[src/rtl/fetch_stage.sv]
// fetch_stage: PC + 4-line direct-mapped icache with refill FSM; FETCH_PERF_CNT_EN adds miss_count.
module fetch_stage #(
    parameter int VIRT_ADDR_WIDTH   = 32,
    parameter int ICACHE_LINE_WIDTH = 128,
    parameter int MEM_ADDRESS_LEN   = 20,
    parameter int ICACHE_LINES      = 4,
    parameter logic [VIRT_ADDR_WIDTH-1:0] RESET_PC = 32'h0000_1000
) (
    input  logic                         clk,
    input  logic                         reset,
    input  logic [VIRT_ADDR_WIDTH-1:0]   PCbranch,
    input  logic                         branch_hit,
    input  logic                         wrt_en,
    input  logic [ICACHE_LINE_WIDTH-1:0] instr_from_mem,
    input  logic                         mem_data_rdy,
    input  logic                         data_filled_ack,
`ifdef FETCH_PERF_CNT_EN
    output logic [15:0]                  miss_count,
`endif
    output logic [VIRT_ADDR_WIDTH-1:0]   PCnext,
    output logic [VIRT_ADDR_WIDTH-1:0]   instruction,
    output logic                         reqI_mem,
    output logic [MEM_ADDRESS_LEN-1:0]   reqAddrI_mem
);
    localparam int OFF_W = $clog2(ICACHE_LINE_WIDTH / 8);
    localparam int IDX_W = $clog2(ICACHE_LINES);
    localparam int TAG_W = VIRT_ADDR_WIDTH - OFF_W - IDX_W;

    typedef enum logic [1:0] {RUN, MISS, ACK} state_t;

    state_t                         state, state_nxt;
    logic [VIRT_ADDR_WIDTH-1:0]     pc, pc_nxt;
    logic [ICACHE_LINES-1:0]        valid;
    logic [TAG_W-1:0]               tags  [ICACHE_LINES];
    logic [ICACHE_LINE_WIDTH-1:0]   lines [ICACHE_LINES];
    logic [TAG_W-1:0]               fill_tag;
    logic [IDX_W-1:0]               idx, fill_idx;
    logic [TAG_W-1:0]               tag;
    logic                           hit, redirect, fill, start_miss;

    assign idx        = pc[OFF_W +: IDX_W];
    assign tag        = pc[VIRT_ADDR_WIDTH-1 -: TAG_W];
    assign fill_idx   = reqAddrI_mem[OFF_W +: IDX_W];
    assign hit        = valid[idx] && tags[idx] == tag;
    assign redirect   = wrt_en && branch_hit;
    assign fill       = state == MISS && mem_data_rdy;
    assign start_miss = state == RUN && state_nxt == MISS;
    assign PCnext     = pc + 32'd4;
    assign reqI_mem   = state == MISS;
    assign instruction = (state == RUN && hit) ? lines[idx][{pc[OFF_W-1:2], 5'b0} +: 32] : '0;

    // A redirect in RUN suppresses the miss so the abandoned PC never requests.
    always_comb begin
        pc_nxt    = redirect ? (PCbranch & ~32'd3) : (state == RUN && wrt_en && hit) ? PCnext : pc;
        state_nxt = state;
        if (state == RUN)
            state_nxt = (hit || redirect) ? RUN : MISS;
        else if (fill)
            state_nxt = data_filled_ack ? RUN : ACK;
        else if (state == ACK && data_filled_ack)
            state_nxt = RUN;
    end

    always_ff @(posedge clk or posedge reset) begin
        if (reset) begin
            state        <= RUN;
            pc           <= RESET_PC;
            valid        <= '0;
            reqAddrI_mem <= '0;
            fill_tag     <= '0;
        end else begin
            state <= state_nxt;
            pc    <= pc_nxt;
            if (start_miss) begin
                reqAddrI_mem <= {pc[MEM_ADDRESS_LEN-1:OFF_W], {OFF_W{1'b0}}};
                fill_tag     <= tag;
            end
            if (fill)
                valid[fill_idx] <= 1'b1;
        end
    end

    always_ff @(posedge clk) begin
        if (fill) begin
            lines[fill_idx] <= instr_from_mem;
            tags[fill_idx]  <= fill_tag;
        end
    end

`ifdef FETCH_PERF_CNT_EN
    always_ff @(posedge clk or posedge reset) begin
        if (reset)
            miss_count <= '0;
        else if (start_miss && miss_count != 16'hFFFF)
            miss_count <= miss_count + 16'd1;
    end
`endif
endmodule

[config.mk]
export PLATFORM = sky130hd
export DESIGN_NAME = fetch_stage
export DESIGN_NICKNAME = d
export VERILOG_FILES = /design/src/rtl/fetch_stage.sv
export SDC_FILE = /design/constraint.sdc
export NUM_CORES = 1
export LEC_CHECK = 0
export CORE_MARGIN = 2
export CORE_UTILIZATION = 57
export DETAILED_ROUTE_END_ITERATION = 8
export PLACE_DENSITY = 0.79
export SYNTH_ARGS = -nofsm -noshare
export SYNTH_HDL_FRONTEND = slang
export SYNTH_SLANG_ARGS = --single-unit
export TNS_END_PERCENT = 10
[constraint.sdc]
create_clock -name clk -period 14.4 [get_ports clk]
set_input_delay 1.44 -clock clk [delete_from_list [all_inputs] [get_ports clk]]
set_output_delay 1.44 -clock clk [all_outputs]
set_load 0.01 [all_outputs]
# Word-level counts from Yosys, hierarchy flattened
# Memories as Yosys holds them, arrays and structs flattened.
# Index checks and enable logic that the tools add are counted.
dict set report word_totals {
  register_bits 80
  mem_bits_rw 616
  input_bits 166
  out_inout_bits 85
  wordCells 43
  mem_count 2
}
dict set report classes {
  add_sub_neg 1
  order_cmp 3
  eq_ne 4
  n_shift 1
  n_mux 14
  n_bitwise 1
  n_reduce_logical 12
}
# memory depth width rd rd_ports_with_merged_regs write_ports line_no
set memory_table {}
lappend memory_table {lines 4 128 1 0 1 35} ;# logic [ICACHE_LINE_WIDTH-1:0] lines [ICACHE_LINES];
lappend memory_table {tags 4 26 1 0 1 34} ;# logic [TAG_W-1:0] tags [ICACHE_LINES];
# operator n
set ops {}
lappend ops {{128-bit by 8-bit indexed part select with 32-bit output} 1}
lappend ops {{32-bit 2-to-1 mux} 3}
lappend ops {{32-bit by 3-bit adder with 32-bit output, second input constant} 1}
lappend ops {{26-bit equality test} 1}
lappend ops {{1-bit logical AND} 9}
lappend ops {{2-bit 2-to-1 mux} 4}
lappend ops {{2-bit by 3-bit < comparator with 1-bit output, second input constant} 2}
lappend ops {{1-bit 2-to-1 mux} 5}
lappend ops {{2-bit by 1-bit equality test with 1-bit output, second input constant} 2}
lappend ops {{4-bit OR} 1}
lappend ops {{1-bit binary-select mux with 2-bit select} 1}
lappend ops {{1-bit demux with 2-bit select} 1}
lappend ops {{2-bit equality test, second input constant} 1}
lappend ops {{2-bit by 1-bit greater-or-equal comparator with 1-bit output, second input constant} 1}
lappend ops {{2-bit logical NOT} 1}
lappend ops {{2-bit nonzero test} 1}
lappend ops {{1-bit logical OR} 1}

# Longest topological paths before layout
# Gate-level depths: netlist of run 1.
dict set report depth {
  ltp_word 8
  mapped_depth 13
  depth_no_buf 9
}

# Worst setup path after synthesis of run 1
# No wires, ideal clock.
dict set report synth_path {
  kind {input to register}
  start {in mem_data_rdy}
  end {reg valid[1]}
  setup_ps 136
  t_arrival_ps 13752
  required_ps 14264
  path_slack_ps 511
  stages 3
  n_path_buf 0
  path_cell_list {nand2_1 -> nor3b_1 -> or2_2}
}
dict set report synth_via {
  elab_chain_cells 1
}
# item line_no
set synth_lines {}
lappend synth_lines {{from (decl)} 15} ;# input logic mem_data_rdy,
lappend synth_lines {{1-bit logical AND} 46} ;# assign fill = state == MISS && mem_data_rdy;
lappend synth_lines {{to (signal assigned)} 68} ;# valid <= '0;
lappend synth_lines {{to (signal, indexed assignment)} 79} ;# valid[fill_idx] <= 1'b1;
lappend synth_lines {{to (decl)} 33} ;# logic [ICACHE_LINES-1:0] valid;
# No other way between the ends.
# A chain may end at the register's enable or synchronous reset.

# Final worst setup path of run 1
dict set report layout_path {
  start {reg pc[4]}
  end {out instruction[0]}
}
dict set report layout_via {
  elab_chain_cells 5
  word_cells_on_any_way 9
  cone_classes {1 x eq/ne; 1 x shift; 3 x mux; 2 x reduce/logical; 2 x memory}
}
# item line_no
set layout_lines {}
lappend layout_lines {{from (decl)} 32} ;# logic [VIRT_ADDR_WIDTH-1:0] pc, pc_nxt;
lappend layout_lines {{from (signal assigned)} 73} ;# pc <= pc_nxt;
lappend layout_lines {{branches (longest 4 deep; another with memory 4 x 128 bit)} n/a}
lappend layout_lines {{32-bit 2-to-1 mux (*)} 50} ;# assign instruction = (state == RUN && hit) ? lines[idx][{pc[OFF_W-1:2], 5'b0} +: 32] : '0;
lappend layout_lines {{to (decl)} 21} ;# output logic [VIRT_ADDR_WIDTH-1:0] instruction,
# Every way passes the cells marked *. The select of a mux whose other input is x is not followed.

==> impl_results.md, run 1 <==
- PortBufs: 242
- Comb power frac: 15.5%
- Area grow syn2layout: 19.1%
- Vias: 14198
- Outcome: finished clean
- Synthesized flop and latch total: 680
- Setup Fix Bufs, Post-CTS: 0
- Crit. End Element: primary output
- Count leader, synth: edfxtp_1
- Global-route usage over all layers: 24.5%
- Root Driver: clkbuf_16
- Layout cells sized above 1: 20.7%
- Wirelength per Cell: 26.2 um
- RSZ-0062 raised after global routing: false
- Clock latency at the later pin of the worst-skew pair: 0.60 ns
- Vias in the first global route: 14749
- Pin count of the biggest net entering global routing: 140
- Peak supply drop: 0.000129 V
- Fin Setup TNS: 0 ns
- Final non-filler cell total: 2285
- EDFF count, synth: 616
- Yosys top cell by area: edfxtp_1
- Area post-placement: 30300 um2
- Total gr overflow: 0
- Area contributors post-synth: edfxtp_1 67%, mux4_2 14%, dfrtp_1 5.7%
- Core Area: 47600 um2
- Placer Congestion: 0.865
- Utilization after layout: 68.7%
- Flop pwr share: 48.9%
- P_leak: 10.8 nW
- Placed instance count: 2151
- Max-Cap Viols: 0
- Crit path time final: 7.62 ns
- Max transition margin: 19.0%
- Die width: 224 um
- CP Data Arrival Time: 6.18 ns
- Crit path buf inv count: 3
- Power Density: 161 nW/um2
- Critical path fanouts, max: 59
- Top cell by count, worst path: buf_4
- # fillers: 2939
- Post-synthesis sequential area ratio: 73.1%
- Fmax: 131 MHz
- Clock share of power: 35.6%
- CTS Buf Count: 69
- Clock buffer depth: 3
- Gate Count Post-Synth: 1379
- Initial antenna violation count: 12
- Worst-path cell chain: buf_4, mux2i_1, a22oi_1, a21boi_0, a2111oi_1, nand3_1, nor3_4, buf_4, and2_1, clkdlybuf4s50_1
- Num rows: 80
- Vias per cell: 6.21
- Final Hold Viols: 0
- Setup CP Type: reg2out
- Final setup violation count: 0
- First-pass GRT wire length: 90800 um
- Int Power: 3.98 mW
- Psw: 1.29 mW
- Critical path's top delay family: buffers and inverters
- I/O Pins: 251
- Mapped Area: 27500 um2
- Max Clock Skew: 0.0194 ns
- 1st-iter DRT viols: 1729
- CTS tree: yes
- Critical Path RT: 12.96 ns
- Total clock sinks: 680
- HP Class: reg2reg
- Synth top area share: 67.3%
- Tightest Pin Transition: 1.21 ns
- Post-DP HPWL: 33800 um
- Overall Power: 5.27 mW
- Full die area: 50000 um2
- TritonRoute pass-1 iters: 8
- Sw frac: 24.5%
- Yosys cell types: 65
- Hold_buf cts: 0
- Critical Path Source Type: flop
- H-tree Lvls: 3
- Commonest cells in the netlist: 616 x edfxtp_1, 171 x mux4_2, 63 x clkbuf_1, 63 x dfrtp_1, 48 x nand3_1
- DRC Markers: 0
- CP max stage delay: 0.92 ns
- Detail Route Antenna Nets: 0
- Nets: 1774
- WL final: 59800 um
- Slowest-stage cell, CP: nor3_4
- Slew Limit Fails: 0
- Die height: 224 um
- Fin crit share: 52.9%
- Mean cell area of the mapped netlist: 19.9 um2
- Starting Density: 57.7%
- Worst-path clk slew: 0.06 ns
- Resized Gates After CTS: 0
- Most used DFF post-synth: edfxtp_1
- Final instance area: 32700 um2
- Synth async-reset ratio: 9.41%
- Synth Warn #: 0
-- kinds of logic after synthesis --
kind of cell,share of synthesized area (%)
and+or+nand+nor,4.24
buffers and inverters,2.33
DFF,73.1
AOI/OAI and AO/OA,2.34
adders and majority gates,0.0455
muxes,16.4
other,0.0136
xor gates and xnor gates,1.53
-- metal layers --
metal | GRT usage, % | up-vias | part of all wire [%]
li1 | - | 6081 | -
met1 | 32.9 | 7341 | 39
met2 | 40.4 | 653 | 50
met3 | 6.01 | 111 | 8.0
met4 | 7.35 | 12 | 2.2
met5 | 0 | - | 0.15
-- worst register-to-register path: stages, from the launching register on --
cell and delay, ns:
dfrtp_4 0.82, buf_4 0.91, mux2i_1 0.39, a22oi_1 0.24, a21boi_0 0.11, a2111oi_1 0.37, nand3_1 0.35, nor3_4 0.93
buf_4 0.66, a211oi_1 0.21, nor3_1 0.24
-- power groups by stage --
stage	clock, mW	sequential, mW	combinational [mW]
2_1_floorplan	0	2.59	0.579
3_3_place_gp	0	2.59	0.812
3_5_place_dp	0	2.62	0.819
4_1_cts	1.90	2.58	0.826
5_1_grt	1.97	2.60	0.870
6_report	1.88	2.58	0.815
-- metrics by stage --
step,hold slack (ns),setup slack (ns)
finish,0.465,6.78
global placement,0.446,7.36
detailed placement,0.456,7.30
global route,0.480,6.26
CTS,0.471,6.63
floorplan,0.434,0.511
-- layout make-up --
cell class                      instances  area [um2]  share of cell area, %
Clock inverter                         43         544                   1.66
Antenna cell                            7        17.5                 0.0535
Clock buffer                           84        1850                   5.64
Tap cell                              615         769                   2.35
Sequential cell                       680       20100                   61.4
Timing Repair Buffer                  264        2600                   7.94
Inverter                               13        48.8                  0.149
Multi-Input combinational cell        579        6810                   20.8
-- layout by cell type, fill, tap and decap left out, types with 20 or more instances in the layout --
cell               n
clkbuf_16         72
and2_1            35
mux4_2           171
nand2_1           26
buf_4             21
clkdlybuf4s50_1  242
dfrtp_1           59
nor2_1            21
mux2_2            20
nand3_1           48
edfxtp_1         616
mux2i_1           31
xnor2_1           29
-- worst paths after layout --
| path | from | endpoint | slack [ns] | depth (start not counted) |
|---|---|---|---|---|
| worst max-delay path | pc[4] | instruction[0] | 6.78 | 10 |
| worst min-delay path | valid[1] | valid[1] | 0.47 | 1 |
| worst max register to register | pc[4] | pc[5] | 9.08 | 10 |
| worst min register to register | valid[1] | valid[1] | 0.47 | 1 |
| max in group asynchronous | reset | pc[5] | 12.28 | 3 |
| min in group asynchronous | reset | pc[14] | 1.43 | 3 |
-- flip-flops by register name, indices dropped and copies added (netlist names) --
name	cells
pc	30
fill_tag	26
lines	512
valid	4
state	2
tags	104
reqAddrI_mem	2
Note: power is estimated with default switching activity, not from simulation.
==> run 2, diff against run 1 <==
--- a/config.mk
+++ b/config.mk
@@ -6,9 +6,9 @@
 export NUM_CORES = 1
 export LEC_CHECK = 0
 export CORE_MARGIN = 2
-export CORE_UTILIZATION = 57
+export CORE_UTILIZATION = 52
 export DETAILED_ROUTE_END_ITERATION = 8
-export PLACE_DENSITY = 0.79
+export PLACE_DENSITY = 0.76
 export SYNTH_ARGS = -nofsm -noshare
 export SYNTH_HDL_FRONTEND = slang
 export SYNTH_SLANG_ARGS = --single-unit
==> constraint.sdc (replaced) <==
create_clock -name clk -period 6.6 [get_ports clk]
set_input_delay 0.66 -clock clk [delete_from_list [all_inputs] [get_ports clk]]
set_output_delay 0.66 -clock clk [all_outputs]
set_load 0.01 [all_outputs]
==> run 2 against run 1 <==
Cell count up 3.2%. Via count down 0.85%. Sequential power up 120%. Critical endpoint is now instruction[5]. Clock skew about the same. First-iteration DRC count down 17%. Clock power up 100%. Global-route usage down 2.6 points. Non-clock buffer count up 6. Register-to-register slack worse by 6.9 ns. Routed wire length down 1.8%. Largest cell class unchanged.
==> impl_results.md, run 2 (synthesis gave the netlist of run 1 again) <==
- Most frequent cells in the layout: 616 x edfxtp_1, 242 x clkdlybuf4s50_1, 171 x mux4_2
- Nets: 1781 (+0.39%)
- DP Worst Slack: 1.70 ns (-5.61 ns)
- Clock buffer depth: 3 (unchanged)
- Hold Slack: 0.476 ns (+0.0110 ns)
- Critical Path RT: 5.94 ns (-7.02 ns)
- PortBufs: 242 (unchanged)
- Overall Power: 11.2 mW (+110%)
- Outcome: finished clean
- Crit path buf inv count: 3 (unchanged)
- HP Class: reg2reg
- Area post-placement: 30500 um2 (+0.56%)
- Final Hold Viols: 0 (unchanged)
- Final setup violation count: 0 (unchanged)
- Max Clock Skew: 0.0196 ns (+0.000182 ns)
- Post-DP HPWL: 34500 um (+2.0%)
- I/O Pins: 251 (unchanged)
- Final Worst Setup Slack: 1.07 ns (-5.71 ns)
- Setup Fix Bufs, Post-CTS: 0 (unchanged)
- Placer Congestion: 0.825 (-4.6%)
- Wirelength per Cell: 24.9 um (-4.9%)
- Setup CP Type: reg2out
- Resized Gates After CTS: 0 (unchanged)
- # fillers: 3562 (+21%)
- Top cell by count, worst path: buf_4
- Pin count of the biggest net entering global routing: 140 (unchanged)
- Critical Path Source Type: flop
- Largest regs: lines (512), tags (104), pc (30)
- Placed instance count: 2230 (+3.7%)
- Full die area: 54700 um2 (+9.4%)
- Power Density: 342 nW/um2 (+110%)
- TritonRoute pass-1 iters: 7 (-1)
- CP Data Arrival Time: 4.87 ns (-1.31 ns)
- Area grow syn2layout: 18.9% (about the same)
- Clock latency at the later pin of the worst-skew pair: 0.60 ns (about the same)
- Initial antenna violation count: 14 (+2)
- Num rows: 84 (+5.0%)
- Die height: 234 um (+4.6%)
- Vias: 14077 (-0.85%)
- Final instance area: 32700 um2 (about the same)
- Critical path fanouts, max: 48 (-19%)
- Slowest-stage cell, CP: dfrtp_4
- Critical path's top delay family: buffers and inverters
- Root Driver: clkbuf_16
- Crit. End Element: primary output
- Fin crit share: 83.8%
- 1st-iter DRT viols: 1427 (-17%)
- P_leak: 10.8 nW (-0.52%)
- Fmax: 181 MHz
- CTS Buf Count: 70 (+1.4%)
- Crit path time final: 5.53 ns
- Core Area: 52400 um2 (+10%)
- Worst Setup SP: pc[4]
- Worst-path clk slew: 0.06 ns (about the same)
- First-pass GRT wire length: 88900 um (-2.1%)
- Final non-filler cell total: 2359 (+3.2%)
- Max reg flops: 512 (unchanged)
- Commonest non-fill, non-tap cell in the layout: edfxtp_1
- H-tree Lvls: 3 (unchanged)
- Tightest Pin Transition: 1.12 ns (-0.0857 ns)
- Peak supply drop: 0.000235 V (+81%)
- Max transition margin: 25.0% (+6.1 points)
- Die width: 234 um (+4.6%)
- R2r startpoint: pc[4]
- Hold Startpoint: valid[0]
- Detail Route Antenna Nets: 0 (unchanged)
- Max-Cap Viols: 0 (unchanged)
- Worst-path cell chain: buf_4, mux4_2, xnor2_1, nand3_1, a21oi_1, nand4_2, nor3_4, buf_4, and2_1, clkdlybuf4s50_1
- Starting Density: 52.4% (-5.3 points)
- Vias per cell: 5.97 (-4.0%)
- CTS tree: yes
- DRC Markers: 0 (unchanged)
- Largest register by flop count: lines
- RSZ-0062 raised after global routing: false
- Slew Limit Fails: 0 (unchanged)
- Vias in the first global route: 14517 (-1.6%)
- Global-route usage over all layers: 21.9% (-2.6 points)
- Total clock sinks: 680 (unchanged)
- WL final: 58800 um (-1.8%)
- Total gr overflow: 0 (unchanged)
- Hold_buf cts: 0 (unchanged)
- Layout cells sized above 1: 20.0% (-0.69 points)
- CP max stage delay: 0.88 ns (-0.04 ns)
-- run 2: cell types whose count changed in the layout (fill, tap and decap cells not counted), sizes merged --
cell	before	now
clkinv	27	30
clkinvlp	2	1
clkbuf	84	92
inv	15	14
buf	22	28
bufinv	12	4
diode	7	1
-- run 2: report_power, final --
group | switching, mW | internal [mW]
Sequential | 0.319 | 5.32
Clock | 1.60 | 2.18
Combinational | 0.863 | 0.895
-- run 2: worst paths after layout --
| path | to | slack, ns | cells after the start |
|---|---|---|---|
| min reg2reg | valid[0] | 0.48 | 1 |
| min | valid[0] | 0.48 | 1 |
| max reg2reg | reqAddrI_mem[4] | 2.21 | 9 |
| max | instruction[5] | 1.07 | 10 |
| max in group asynchronous | pc[5] | 5.26 | 3 |
| min in group asynchronous | fill_tag[12] | 0.66 | 3 |
-- run 2: final cells by class --
cell class | count | area [um2] | area share, %
diodes | 1 | 2.50 | 0.00765
clock buffers | 92 | 1880 | 5.74
clock inverters | 36 | 328 | 1.00
inverters | 13 | 48.8 | 0.149
multi-input cells | 579 | 6830 | 20.9
flip-flops and latches | 680 | 20100 | 61.5
well taps | 688 | 861 | 2.63
repair buffers | 270 | 2660 | 8.12
-- run 2: through the flow --
stage / util (%) / TNS [ns]
finish: 62.4 / 0
global route: 62.4 / 0
CTS: 62.4 / 0
detailed placement: 58.2 / 0
global placement: 58.2 / 0
floorplan: - / -125.22
-- run 2: metal layers --
metal  up-vias  GRT usage, %  share of wire [%]
li1       6097             -                  -
met1      7270          30.3                 40
met2       580          34.3                 49
met3       106          5.99                8.5
met4        24          6.88                2.4
met5         -             0               0.27
